[src/rtl/adder_ks_pipe_pkg.sv]
// Shared constants and helpers for the pipelined Kogge-Stone adder.
// VALENCY      : radix of each prefix cell (4 groups merged per cell).
// *_MIN/*_MAX  : legal parameter ranges, checked at elaboration by the top.
// ks_levels()  : number of valency-4 prefix levels needed to span a word.
package adder_ks_pipe_pkg;

  localparam int VALENCY    = 4;
  localparam int WIDTH_MIN  = 4;
  localparam int WIDTH_MAX  = 64;
  localparam int STAGES_MIN = 1;
  localparam int STAGES_MAX = 3;

  // Smallest L with VALENCY**L >= width, i.e. ceil(log4(width)).
  function automatic int ks_levels(input int width);
    int lv;
    int span;
    lv   = 0;
    span = 1;
    while (span < width) begin
      span = span * VALENCY;
      lv   = lv + 1;
    end
    return lv;
  endfunction

endpackage

[src/rtl/adder_ks_pipe_prefix_level.sv]
// One combinational level of a valency-4 Kogge-Stone prefix tree.
// Each position j merges its group with the groups ending at j-SPAN,
// j-2*SPAN and j-3*SPAN (where those exist). Positions with no lower
// neighbour pass their group through unchanged (gray/buffer behaviour).
// Ports:
//   i_p, i_g : group propagate/generate entering this level
//   o_p, o_g : group propagate/generate covering 4x the input span
module ks_prefix_level
  import adder_ks_pipe_pkg::*;
#(
  parameter int WIDTH = 32,
  parameter int SPAN  = 1
) (
  input  logic [WIDTH-1:0] i_p,
  input  logic [WIDTH-1:0] i_g,
  output logic [WIDTH-1:0] o_p,
  output logic [WIDTH-1:0] o_g
);

  always_comb begin
    logic gacc;
    logic pacc;
    gacc = 1'b0;
    pacc = 1'b0;
    o_p  = '0;
    o_g  = '0;
    for (int j = 0; j < WIDTH; j++) begin
      gacc = i_g[j];
      pacc = i_p[j];
      // Fold in successively lower groups: G = G_hi | P_hi & G_lo.
      for (int k = 1; k < VALENCY; k++) begin
        if (j >= k * SPAN) begin
          gacc = gacc | (pacc & i_g[j - k * SPAN]);
          pacc = pacc & i_p[j - k * SPAN];
        end
      end
      o_g[j] = gacc;
      o_p[j] = pacc;
    end
  end

endmodule

[src/rtl/adder_ks_pipe.sv]
// Pipelined add/subtract unit built on a valency-4 Kogge-Stone carry tree,
// with a valid/ready handshake on both sides and bubble-collapsing stages.
// Ports:
//   i_clk, i_rst_n     : clock, synchronous active-low reset
//   i_valid / o_ready  : operand beat handshake
//   i_0, i_1           : operands A and B
//   i_c                : carry-in (add) or borrow-in (sub)
//   i_sub              : 0 = A+B+c, 1 = A-B-c
//   o_valid / i_ready  : result beat handshake
//   o_s                : sum/difference
//   o_c                : carry-out (sub: 1 = no borrow)
//   o_ovf              : signed overflow
//   o_zero             : o_s == 0
// Register placement by STAGES:
//   1 : result register only
//   2 : + register after the group PG tree
//   3 : + register after bitwise PG
module adder_ks_pipe
  import adder_ks_pipe_pkg::*;
#(
  parameter int WIDTH  = 32,
  parameter int STAGES = 2
) (
  input  logic             i_clk,
  input  logic             i_rst_n,
  input  logic             i_valid,
  output logic             o_ready,
  input  logic [WIDTH-1:0] i_0,
  input  logic [WIDTH-1:0] i_1,
  input  logic             i_c,
  input  logic             i_sub,
  output logic             o_valid,
  input  logic             i_ready,
  output logic [WIDTH-1:0] o_s,
  output logic             o_c,
  output logic             o_ovf,
  output logic             o_zero
);

  localparam int LEVELS  = ks_levels(WIDTH);
  localparam int OUT_IDX = STAGES - 1;
  localparam int GRP_IDX = STAGES - 2;

  if (WIDTH < WIDTH_MIN || WIDTH > WIDTH_MAX) begin : g_bad_width
    $error("adder_ks_pipe: WIDTH %0d outside %0d..%0d", WIDTH, WIDTH_MIN, WIDTH_MAX);
  end
  if (STAGES < STAGES_MIN || STAGES > STAGES_MAX) begin : g_bad_stages
    $error("adder_ks_pipe: STAGES %0d outside %0d..%0d", STAGES, STAGES_MIN, STAGES_MAX);
  end

  // Handshake control. Index 0 is the first register, OUT_IDX the result.
  logic [STAGES-1:0] r_vld_p;
  logic [STAGES-1:0] w_en;
  logic [STAGES-1:0] w_vld_in;
  logic [STAGES-1:0] w_ld;

  // A stage may load when it is empty or its own content moves on; the
  // chain is evaluated from the output back so o_ready never sees i_valid.
  always_comb begin
    logic en_acc;
    en_acc        = !r_vld_p[OUT_IDX] || i_ready;
    w_en          = '0;
    w_en[OUT_IDX] = en_acc;
    for (int i = OUT_IDX - 1; i >= 0; i--) begin
      en_acc  = !r_vld_p[i] || en_acc;
      w_en[i] = en_acc;
    end
  end

  if (STAGES == 1) begin : g_vin_one
    assign w_vld_in = i_valid;
  end else begin : g_vin_many
    assign w_vld_in = {r_vld_p[STAGES-2:0], i_valid};
  end

  // Data registers only capture real beats, so idle cycles leave them intact.
  assign w_ld = w_en & w_vld_in;

  always_ff @(posedge i_clk) begin
    if (!i_rst_n) begin
      r_vld_p <= '0;
    end else begin
      for (int i = 0; i < STAGES; i++) begin
        if (w_en[i]) r_vld_p[i] <= w_vld_in[i];
      end
    end
  end

  assign o_ready = w_en[0];
  assign o_valid = r_vld_p[OUT_IDX];

  // Operand conditioning and bitwise PG: subtract is A + ~B + ~borrow.
  logic [WIDTH-1:0] w_bx;
  logic [WIDTH-1:0] w_p_a;
  logic [WIDTH-1:0] w_g_a;
  logic             w_cin_a;

  assign w_bx    = i_1 ^ {WIDTH{i_sub}};
  assign w_cin_a = i_c ^ i_sub;
  assign w_p_a   = i_0 ^ w_bx;
  assign w_g_a   = i_0 & w_bx;

  logic [WIDTH-1:0] w_p_b;
  logic [WIDTH-1:0] w_g_b;
  logic             w_cin_b;

  // ---- stage boundary: bitwise PG -> prefix tree ----
  if (STAGES == 3) begin : g_pg_reg
    logic [WIDTH-1:0] r_p_p0;
    logic [WIDTH-1:0] r_g_p0;
    logic             r_cin_p0;
    always_ff @(posedge i_clk) begin
      if (w_ld[0]) begin
        r_p_p0   <= w_p_a;
        r_g_p0   <= w_g_a;
        r_cin_p0 <= w_cin_a;
      end
    end
    assign w_p_b   = r_p_p0;
    assign w_g_b   = r_g_p0;
    assign w_cin_b = r_cin_p0;
  end else begin : g_pg_thru
    assign w_p_b   = w_p_a;
    assign w_g_b   = w_g_a;
    assign w_cin_b = w_cin_a;
  end

  // Prefix tree over bits 0..WIDTH-1; carry-in is merged after the tree
  // with one AND-OR per bit, which keeps every level purely positional.
  logic [WIDTH-1:0] w_tp [LEVELS+1];
  logic [WIDTH-1:0] w_tg [LEVELS+1];

  assign w_tp[0] = w_p_b;
  assign w_tg[0] = w_g_b;

  for (genvar l = 0; l < LEVELS; l++) begin : g_lvl
    ks_prefix_level #(
      .WIDTH (WIDTH),
      .SPAN  (VALENCY ** l)
    ) u_lvl (
      .i_p (w_tp[l]),
      .i_g (w_tg[l]),
      .o_p (w_tp[l+1]),
      .o_g (w_tg[l+1])
    );
  end

  logic [WIDTH-1:0] w_p_c;
  logic [WIDTH-1:0] w_gg_c;
  logic [WIDTH-1:0] w_gp_c;
  logic             w_cin_c;

  // ---- stage boundary: group PG -> sum ----
  if (STAGES >= 2) begin : g_grp_reg
    logic [WIDTH-1:0] r_p_p1;
    logic [WIDTH-1:0] r_gg_p1;
    logic [WIDTH-1:0] r_gp_p1;
    logic             r_cin_p1;
    always_ff @(posedge i_clk) begin
      if (w_ld[GRP_IDX]) begin
        r_p_p1   <= w_p_b;
        r_gg_p1  <= w_tg[LEVELS];
        r_gp_p1  <= w_tp[LEVELS];
        r_cin_p1 <= w_cin_b;
      end
    end
    assign w_p_c   = r_p_p1;
    assign w_gg_c  = r_gg_p1;
    assign w_gp_c  = r_gp_p1;
    assign w_cin_c = r_cin_p1;
  end else begin : g_grp_thru
    assign w_p_c   = w_p_b;
    assign w_gg_c  = w_tg[LEVELS];
    assign w_gp_c  = w_tp[LEVELS];
    assign w_cin_c = w_cin_b;
  end

  // w_cy[k] is the carry into bit k, i.e. G[k-1:-1]; w_cy[WIDTH] is carry-out.
  logic [WIDTH:0]   w_cy;
  logic [WIDTH-1:0] w_s;
  logic             w_co;
  logic             w_ovf;
  logic             w_zero;

  assign w_cy[0]       = w_cin_c;
  assign w_cy[WIDTH:1] = w_gg_c | (w_gp_c & {WIDTH{w_cin_c}});
  assign w_s           = w_p_c ^ w_cy[WIDTH-1:0];
  assign w_co          = w_cy[WIDTH];
  assign w_ovf         = w_cy[WIDTH-1] ^ w_cy[WIDTH];
  assign w_zero        = ~|w_s;

  logic [WIDTH-1:0] r_s_p2;
  logic             r_c_p2;
  logic             r_ovf_p2;
  logic             r_zero_p2;

  // ---- stage boundary: result register ----
  always_ff @(posedge i_clk) begin
    if (!i_rst_n) begin
      r_s_p2    <= '0;
      r_c_p2    <= 1'b0;
      r_ovf_p2  <= 1'b0;
      r_zero_p2 <= 1'b0;
    end else if (w_ld[OUT_IDX]) begin
      r_s_p2    <= w_s;
      r_c_p2    <= w_co;
      r_ovf_p2  <= w_ovf;
      r_zero_p2 <= w_zero;
    end
  end

  assign o_s    = r_s_p2;
  assign o_c    = r_c_p2;
  assign o_ovf  = r_ovf_p2;
  assign o_zero = r_zero_p2;

endmodule

[config.mk]
export PLATFORM = sky130hd
export DESIGN_NAME = adder_ks_pipe
export DESIGN_NICKNAME = d
export VERILOG_FILES = /design/src/rtl/adder_ks_pipe_pkg.sv /design/src/rtl/adder_ks_pipe_prefix_level.sv /design/src/rtl/adder_ks_pipe.sv
export SDC_FILE = /design/constraint.sdc
export NUM_CORES = 1
export LEC_CHECK = 0
export CAP_MARGIN = 20
export CELL_PAD_IN_SITES_DETAIL_PLACEMENT = 0
export CELL_PAD_IN_SITES_GLOBAL_PLACEMENT = 1
export CORE_MARGIN = 2
export CORE_UTILIZATION = 50
export CTS_CLUSTER_DIAMETER = 100
export DETAILED_ROUTE_END_ITERATION = 16
export DONT_BUFFER_PORTS = 1
export HOLD_SLACK_MARGIN = 0.05
export PLACE_DENSITY_LB_ADDON = 0.1
export SYNTH_ARGS = -nofsm -noshare
export SYNTH_HDL_FRONTEND = slang
export SYNTH_SLANG_ARGS = --single-unit
export TNS_END_PERCENT = 5
[constraint.sdc]
create_clock -name i_clk -period 4.4 [get_ports i_clk]
set_input_delay 1.1 -clock i_clk [delete_from_list [all_inputs] [get_ports i_clk]]
set_output_delay 1.1 -clock i_clk [all_outputs]
set_load 0.05 [all_outputs]
==> impl_results.md, run 1 <==
* CP cell instances: xor2_1 -> ha_1 -> a211oi_2 -> nor2_1 -> a41oi_1 -> o31ai_1 -> a221oi_2 -> o21ai_0
* F_max at 0.326 GHz
* Critical path required time at 4.53 ns
* Synthesized flop and latch total at 133
* Buffers & Inverters on Critical Path at 0
* Distinct cells, synth at 51
* Initial antenna violation count at 0
* Total routed wirelength at 15.1 mm
* Uppermost layer routed: met4
* Clock sink count at 133
* Hold crit path type: reg -> reg
* Drt initial violations at 378
* CP Launch Type: input port
* Cts hold-fix bufs at 0
* Cts bufs inserted at 17
* Synth area leader: edfxtp_1
* Crit. Startpoint: i_sub
* Tightest Pin Transition at 0.587 ns
* # IOs at 107
* CTS clk-pin slew, worst paths at 0.05 ns
* H-tree Lvls at 4
* Mapped Area at 0.00679 sq mm
* Core ar. at 0.0132 sq mm
* Post-CTS setup buffers at 0
* Total DRC errors in the routed layout at 0
* Crit Path Max Fanout at 33
* PostCTS Resize Cnt at 0
* Number of synthesized flops with an enable pin at 96
* Async SR Flop Fraction at 0%
* Global route total overflow at 0
* Status: finished, final reports clean
* RSZ-0062 raised after global routing: no
* Crit path DAT at 3.20 ns
* Hold path startpoint: r_vld_p[0]$_SDFFE_PN0N_
* Area Overhead vs Synth at 10.8%
* Die Wd at 121 microns
* Final ANT Viol Nets at 0
* Post-synth top flop: edfxtp_1
* CP top delay family: compound AO/OA/AOI/OAI gates
* Diodes inserted at 0
* WHS Path Cells at 1
* M1 WL at 7.42 mm
* Cells on worst reg2reg path at 4
* Largest net degree at the start of global routing at 97
* Static Leakage at 2.93 nW
* Fin crit period at 3.06 ns
* Routability Congestion at 0.834
* Final clock skew at 0.00530 ns
* Via count at 4,710
* Nets at 732
* PD cells at 476 mW/mm^2
* Starting Density at 51.3%
* MaxCap Viol Count at 0
* TNS Setup at 0 ns
* Worst Setup End Kind: flip-flop
* Root Buffer: clkbuf_16
* Die Ht at 121 microns
* Detailed Routing Iterations Pass 1 at 5
* DR WL met3 at 994 microns
* CTS tree: done
* Crit share post-route at 69.6%
* Mapped Avg Cell Area at 10.9 sq um
* Crit-path max cell delay at 0.44 ns
* Vias in the first global route at 4,591
* WL met2 at 6.50 mm
* Worst reg2reg startpoint: r_vld_p[1]$_SDFFE_PN0P_
* Post-synthesis net count at 730
* Setup-failing EPs final at 0
* Routed wire per std cell at 18.5 microns
* Core Rows at 42
* Synth area leaders: edfxtp_1 42%, dfxtp_1 11%, ha_1 6.3%
* Worst-Skew Late Latency at 0.41 ns
* Syn. warnings at 0
* Avg Vias per Cell at 5.76
* Detailed Place HPWL at 11.0 mm
* Max-slew violations at 0
* Gr usage total at 21.7%
* Die area at 0.0145 sq mm
* Clk buf depth at 2
* Fin. Hold Viols at 0
* Final design utilization at 56.9%
* Synth cell count leaders: 96 x edfxtp_1, 87 x nand2_1, 57 x a21oi_1
* First-pass GRT wire length at 24.2 mm
* I/O Buffers at 0
* Critical path class: in -> reg
* Worst path depth at 8
* Post-Syn Instances at 626
* Most frequent cell after synthesis: edfxtp_1
* Top cell type's share of synthesized area at 42.4%
* IR drop worst, VDD at 0.000296 V
* Share of cells above drive strength 1 at 6.86%
* Sequential share of the synthesized area at 53.3%
* Slew HR at 60.4%
* Slowest-stage cell, CP: a41oi_1
-- layout by cell type, fill, tap and decap left out, types with 4 or more instances in the layout --
cell,count
and2_1,6
nand2_1,87
nor2b_1,5
o21ai_0,20
clkbuf_16,17
o21bai_1,8
a21o_1,26
nor3_1,10
xor2_1,35
clkinv_1,4
edfxtp_1,96
xnor2_1,29
dfxtp_1,37
nand4_1,16
nand3_1,4
a21oi_1,57
a21boi_0,31
nor2_1,25
inv_1,24
ha_1,34
nor4_1,7
-- logic make-up (layout without fill, tap and decap cells) --
logic type,count (synthesis),in the layout,synth area share [%]
compound gates,171,171,16.6
flops,133,133,53.3
simple gates,179,179,12.7
buf+inv,45,60,2.85
fa+ha+maj,34,34,6.26
xor+xnor,64,64,8.25
-- state kept, by name, indices dropped and copies added, names as in the netlist --
signal,cells
g_grp_reg.r_cin_p1,1
g_grp_reg.r_gg_p1,32
g_grp_reg.r_gp_p1,31
g_grp_reg.r_p_p1,32
o_c,1
o_ovf,1
o_s,32
o_zero,1
r_vld_p,2
-- area by class of cell --
type	instances	area, sq um
fill	1153	5710
clock inverter	12	136
multi-input combinational	448	2980
sequential	133	3620
inverter	24	90.1
clock buffer	20	437
tap	176	220
timing repair buffer	4	42.5
-- per-stage QoR --
step | cell area, sq um | hold WS [ns] | instances | setup slack (ns) | power (mW)
finish | 7530 | 0.541 | 817 | 1.34 | 3.59
global route | 7530 | 0.587 | 817 | 1.18 | 3.73
CTS | 7530 | 0.546 | 817 | 1.37 | 3.60
detailed placement | 6960 | 0.532 | 785 | 0.957 | 2.23
global placement | 6960 | 0.512 | 785 | 1.02 | 2.22
floorplan | 6790 | 0.499 | 626 | 0.0932 | 2.08
-- final timing paths --
check | slack, ns | endpoint
min | 0.54 | r_vld_p[1]$_SDFFE_PN0P_
min reg2reg | 0.54 | r_vld_p[1]$_SDFFE_PN0P_
max reg2reg | 2.08 | g_grp_reg.r_p_p1[6]$_DFFE_PP_
max | 1.34 | g_grp_reg.r_gg_p1[22]$_DFFE_PP_
-- metal layers --
layer  vias up  track usage, %
met3        14            4.53
met2       188            31.2
met1      2224            32.4
met5         -               0
li1       2284               -
met4         0            7.49
-- power breakdown --
group | internal [mW] | leakage, nW | switching, mW | total, mW
clock network | 0.879 | 0.278 | 0.495 | 1.37
registers | 1.48 | 1.26 | 0.132 | 1.62
logic | 0.223 | 1.39 | 0.375 | 0.598
Note: power is estimated with default switching activity, not from simulation.
==> inputs of run 2 (changes only) <==
Settings changed: CORE_UTILIZATION 50 to 45.
Clock period 4.4 ns to 2.6 ns, I/O delays scaled along.
==> run 2 against run 1 <==
Net effect: via count increased by 2.5%; sequential power increased by 69%; global-route usage decreased by 1.9 points; largest cell class unchanged; cell count increased by 8.6%; worst hold slack worse by 0.18 ns; setup slack worse by 1.1 ns; first-iteration DRC count is 20% lower; clock skew grew 0.0053 ns.
==> impl_results.md, run 2 (synthesis results as in run 1) <==
* Core ar. at 0.0146 sq mm
* Detailed Place HPWL at 11.8 mm
* PostCTS Resize Cnt at 0
* Drt initial violations at 303
* Final ANT Viol Nets at 0
* Placed cells at 855
* Starting Density at 46.4%
* Nets at 794
* Cts bufs inserted at 17
* Clock Power Share at 36.1%
* I/O Buffers at 0
* Die area at 0.0161 sq mm
* Hold crit path type: in -> reg
* Die Wd at 127 microns
* Crit path DAT at 2.61 ns
* Sw Pwr at 1.70 mW
* Switch share at 27.8%
* Critical path class: in -> reg
* First-pass GRT wire length at 24.6 mm
* # IOs at 107
* Total DRC errors in the routed layout at 0
* Slew HR at 62.8%
* Routed wire per std cell at 17.6 microns
* Clk buf depth at 2
* Leading cell types in the layout, fill and taps excluded: 96 x edfxtp_1, 87 x nand2_1, 64 x buf_4, 56 x a21oi_1, 37 x dfxtp_1
* WHS Path Cells at 1
* Area Overhead vs Synth at 18.1%
* Worst setup margin at 0.229 ns
* Final design utilization at 54.8%
* Fin. Hold Viols at 0
* Crit Path Max Fanout at 33
* Post-route insts no fill at 887
* Avg Vias per Cell at 5.45
* Share of cells above drive strength 1 at 15.6%
* Via count at 4,830
* Diodes inserted at 0
* Min Hold Slack at 0.358 ns
* Worst Setup End Kind: flip-flop
* Max-slew violations at 0
* Detailed Routing Iterations Pass 1 at 7
* Worst-Skew Late Latency at 0.41 ns
* CTS clk-pin slew, worst paths at 0.05 ns
* CTS tree: done
* Initial antenna violation count at 0
* Setup-failing EPs final at 0
* Static Leakage at 3.23 nW
* Gr usage total at 19.8%
* CP Launch Type: input port
* H-tree Lvls at 4
* Total routed wirelength at 15.6 mm
* F_max at 0.422 GHz
* Tightest Pin Transition at 0.557 ns
* Largest net degree at the start of global routing at 58
* Core Rows at 44
* Vias in the first global route at 4,757
* Global route total overflow at 0
* Comb pwr share at 19.1%
* Status: finished, final reports clean
* Crit share post-route at 91.2%
* Routability Congestion at 0.849
* Post-CTS setup buffers at 0
* Most common cell after layout, fill and taps aside: edfxtp_1
* PD cells at 763 mW/mm^2
* MaxCap Viol Count at 0
* Cells on worst reg2reg path at 8
* Root Buffer: clkbuf_16
* Int Pwr at 4.42 mW
* Critical path required time at 2.83 ns
* Share of total power in sequential cells at 44.7%
* RSZ-0062 raised after global routing: no
* Clock sink count at 133
* Fin crit period at 2.37 ns
* Setup WS pre-CTS at -0.182 ns
* Cts hold-fix bufs at 0
* TNS Setup at 0 ns
* Fillers at 1,307
* Die Ht at 127 microns
* IR drop worst, VDD at 0.000465 V
* Final clock skew at 0.0106 ns
[run 2: worst paths after layout]
path | from | endpoint | slack [ns]
worst min register to register | r_vld_p[0]$_SDFFE_PN0N_ | r_vld_p[1]$_SDFFE_PN0P_ | 0.54
worst max register to register | g_grp_reg.r_cin_p1$_DFFE_PP_ | o_zero$_SDFFE_PN0P_ | 0.49
worst max-delay path | i_sub | g_grp_reg.r_gg_p1[30]$_DFFE_PP_ | 0.23
worst min-delay path | i_rst_n | o_s[24]$_SDFFE_PN0P_ | 0.36
[run 2: final cells by class]
| class | instances | area (sq um) | share of cell area (%) |
|---|---|---|---|
| clock buffers | 29 | 543 | 6.77 |
| clock inverters | 3 | 15.0 | 0.187 |
| inverters | 24 | 90.1 | 1.12 |
| multi-input cells | 448 | 3000 | 37.4 |
| flip-flops and latches | 133 | 3620 | 45.2 |
| well taps | 184 | 230 | 2.87 |
| repair buffers | 66 | 520 | 6.49 |
[run 2: metrics by stage]
stage	power [mW]	cell area (sq um)
after floorplan	3.52	6830
after global placement	3.93	7460
after detailed placement	3.94	7460
after CTS	6.16	8020
after global routing	6.40	8020
final	6.12	8020
[run 2: power groups by stage]
stage	clock (mW)	combinational (mW)	sequential, mW
after floorplan	0	0.763	2.76
after global placement	0	1.15	2.77
after detailed placement	0	1.16	2.78
after CTS	2.25	1.17	2.74
after global routing	2.35	1.30	2.75
final	2.21	1.17	2.74
[run 2: critical path, cell delays in order]
cell and delay, ns:
xor2_1 0.14, ha_1 0.30, o21ai_0 0.12, nor2_1 0.16, a41oi_1 0.16, buf_4 0.18, o31ai_1 0.35, a221oi_2 0.11
buf_4 0.17, o31ai_1 0.25
[run 2: routing by layer]
metal	GRT usage, %	wire length [microns]	up-vias
met5	0	0	-
met4	6.01	220	0
met3	5.40	1030	20
met2	28.7	6660	152
met1	28.9	7670	2245
li1	-	-	2413
==> inputs of run 3 (changes only) <==
Settings changed: REMOVE_ABC_BUFFERS from default to 1.
==> run 3 against run 2 <==
Net effect: total power grew 2.3%; setup slack got worse by 0.070 ns; clock power is 5% higher; worst hold slack improved by 0.0020 ns; via count rose by 2.9%; die area unchanged; sequential power is essentially flat; utilization is 1.1 points higher; cell count rose by 2.1%; fmax shrank 2.9%; largest power group unchanged.
==> impl_results.md, run 3 (synthesis results as in run 1) <==
* Cts hold-fix bufs at 0
* Largest net degree at the start of global routing at 50
* Final ANT Viol Nets at 0
* Initial antenna violation count at 0
* Clk buf depth at 2
* Detailed Place HPWL at 11.9 mm
* Hold path startpoint: i_rst_n
* Placed instance area at 0.00760 sq mm
* Fin area at 0.00818 sq mm
* Static Leakage at 3.32 nW
* M2 GR Usage at 30.1%
* Total routed wirelength at 15.8 mm
* Fin. Hold Viols at 0
* Fin crit period at 2.44 ns
* Root Buffer: clkbuf_16
* Area Overhead vs Synth at 20.4%
* Cts bufs inserted at 17
* Nets at 813
* Worst Hold End: r_vld_p[1]$_SDFFE_PN0P_
* Slowest-stage cell, CP: ha_1
* WHS Path Cells at 1
* Setup WS pre-CTS at -0.305 ns
* Total DRC errors in the routed layout at 0
* Crit. Startpoint: i_sub
* Critical path class: in -> reg
* Starting Density at 46.4%
* Routability Congestion at 0.816
* Worst-Skew Late Latency at 0.42 ns
* Final design utilization at 55.8%
* Status: finished, final reports clean
* Worst setup margin at 0.159 ns
* I/O Buffers at 0
* Slew HR at 53.2%
* # IOs at 107
* F_max at 0.410 GHz
* Worst flop-to-flop path endpoint: o_zero$_SDFFE_PN0P_
* RSZ-0062 raised after global routing: no
* Vias in the first global route at 4,824
* Core Rows at 44
* TNS Setup at 0 ns
* Met3 usage at 5.57%
* CP top delay family: compound AO/OA/AOI/OAI gates
* Busiest grt layer: met2
* Hold crit path type: in -> reg
* Setup-failing EPs final at 0
* Crit Path Max Fanout at 33
* Critical path required time at 2.75 ns
* Buffers & Inverters on Critical Path at 3
* Die Wd at 127 microns
* Clock sink count at 133
* H-tree Lvls at 4
* MaxCap Viol Count at 0
* CP cell instances: xor2_1 -> ha_1 -> o21ai_0 -> nor2_1 -> a41oi_1 -> buf_4 -> o31ai_1 -> buf_4 -> a221oi_2 -> buf_4 -> o21ai_0
* Worst reg2reg startpoint: g_grp_reg.r_cin_p1$_DFFE_PP_
* Tightest Pin Transition at 0.702 ns
* Share of cells above drive strength 1 at 17.5%
* Crit-path max cell delay at 0.28 ns
* Gr usage total at 20.5%
* Worst Setup End Kind: flip-flop
* Diodes inserted at 0
* Final clock skew at 0.00563 ns
* Reg2reg setup slack at 0.44 ns
* Leading cell types in the layout, fill and taps excluded: 96 x edfxtp_1, 87 x nand2_1, 82 x buf_4, 57 x a21oi_1, 37 x dfxtp_1
* CP Launch Type: input port
* Met1 Use GR at 29.3%
* Max-slew violations at 0
* Core ar. at 0.0146 sq mm
* Via count at 4,969
* First-pass GRT wire length at 25.2 mm
* Drt initial violations at 354
* Most common cell after layout, fill and taps aside: edfxtp_1
* Avg Vias per Cell at 5.48
* CTS tree: done
* Worst path most repeated cell: buf_4
* IR drop worst, VDD at 0.000491 V
* Die Ht at 127 microns
* Cells on worst reg2reg path at 7
* Crit share post-route at 93.9%
* CTS clk-pin slew, worst paths at 0.05 ns
* Crit path DAT at 2.59 ns
* PD cells at 766 mW/mm^2
* Die area at 0.0161 sq mm
* Final Power at 6.26 mW
* Detailed Routing Iterations Pass 1 at 5
* Global route total overflow at 0
* Routed wire per std cell at 17.4 microns
[run 3: cell types whose count changed in the layout (fill, tap and decap cells not counted), sizes merged]
cell / before / now
buf: 66 / 85
clkbuf: 29 / 19
clkinv: 3 / 8
bufinv: 0 / 3
clkinvlp: 0 / 2
[run 3: worst reg2reg max path, stage by stage (launching register included)]
cell      delay (ns)
edfxtp_1        0.41
buf_12          0.20
a21oi_1         0.19
xnor2_1         0.14
nor4_1          0.45
nand4_1         0.18
o41ai_1         0.38
and2_1          0.16
[run 3: power breakdown]
group	switching [mW]	internal [mW]
Sequential	0.223	2.51
Combinational	0.665	0.538
Clock	0.843	1.48
[run 3: worst max-delay path by stage]
stage	slack, ns	depth (start not counted)	to
global placement	-0.23	10	g_grp_reg.r_gg_p1[31]$_DFFE_PP_
CTS	0.14	8	g_grp_reg.r_gg_p1[21]$_DFFE_PP_
finish	0.16	11	g_grp_reg.r_gg_p1[22]$_DFFE_PP_
global route	0.003	10	g_grp_reg.r_gg_p1[31]$_DFFE_PP_
detailed placement	-0.31	8	g_grp_reg.r_gg_p1[21]$_DFFE_PP_
floorplan	-1.26	3	g_grp_reg.r_cin_p1$_DFFE_PP_
[run 3: metal layers]
| layer | up-vias | wire length [microns] |
|---|---|---|
| met5 | - | 0 |
| met4 | 0 | 246 |
| met3 | 17 | 945 |
| li1 | 2453 | - |
| met1 | 2342 | 7710 |
| met2 | 157 | 6880 |
[run 3: area by class of cell]
cell class                 instances  area, sq um
fill                            1270         6470
sequential                       133         3620
multi-input combinational        448         2990
timing repair buffer              85          676
clock buffer                      19          433
tap                              184          230
clock inverter                    13          139
inverter                          24         90.1
[run 3: what timing repair did]
action | CTS | global route
setup buffers | 0 | 0
endpoints found under the setup margin | 0 | 2
endpoints found under the hold margin | 0 | 0
gates resized for setup | 0 | 1
[run 3: per-stage QoR]
stage,std cells,hold WS (ns)
after floorplan,605,0.499
after global placement,874,0.512
after detailed placement,874,0.528
after CTS,906,0.338
after global routing,906,0.334
final,906,0.360
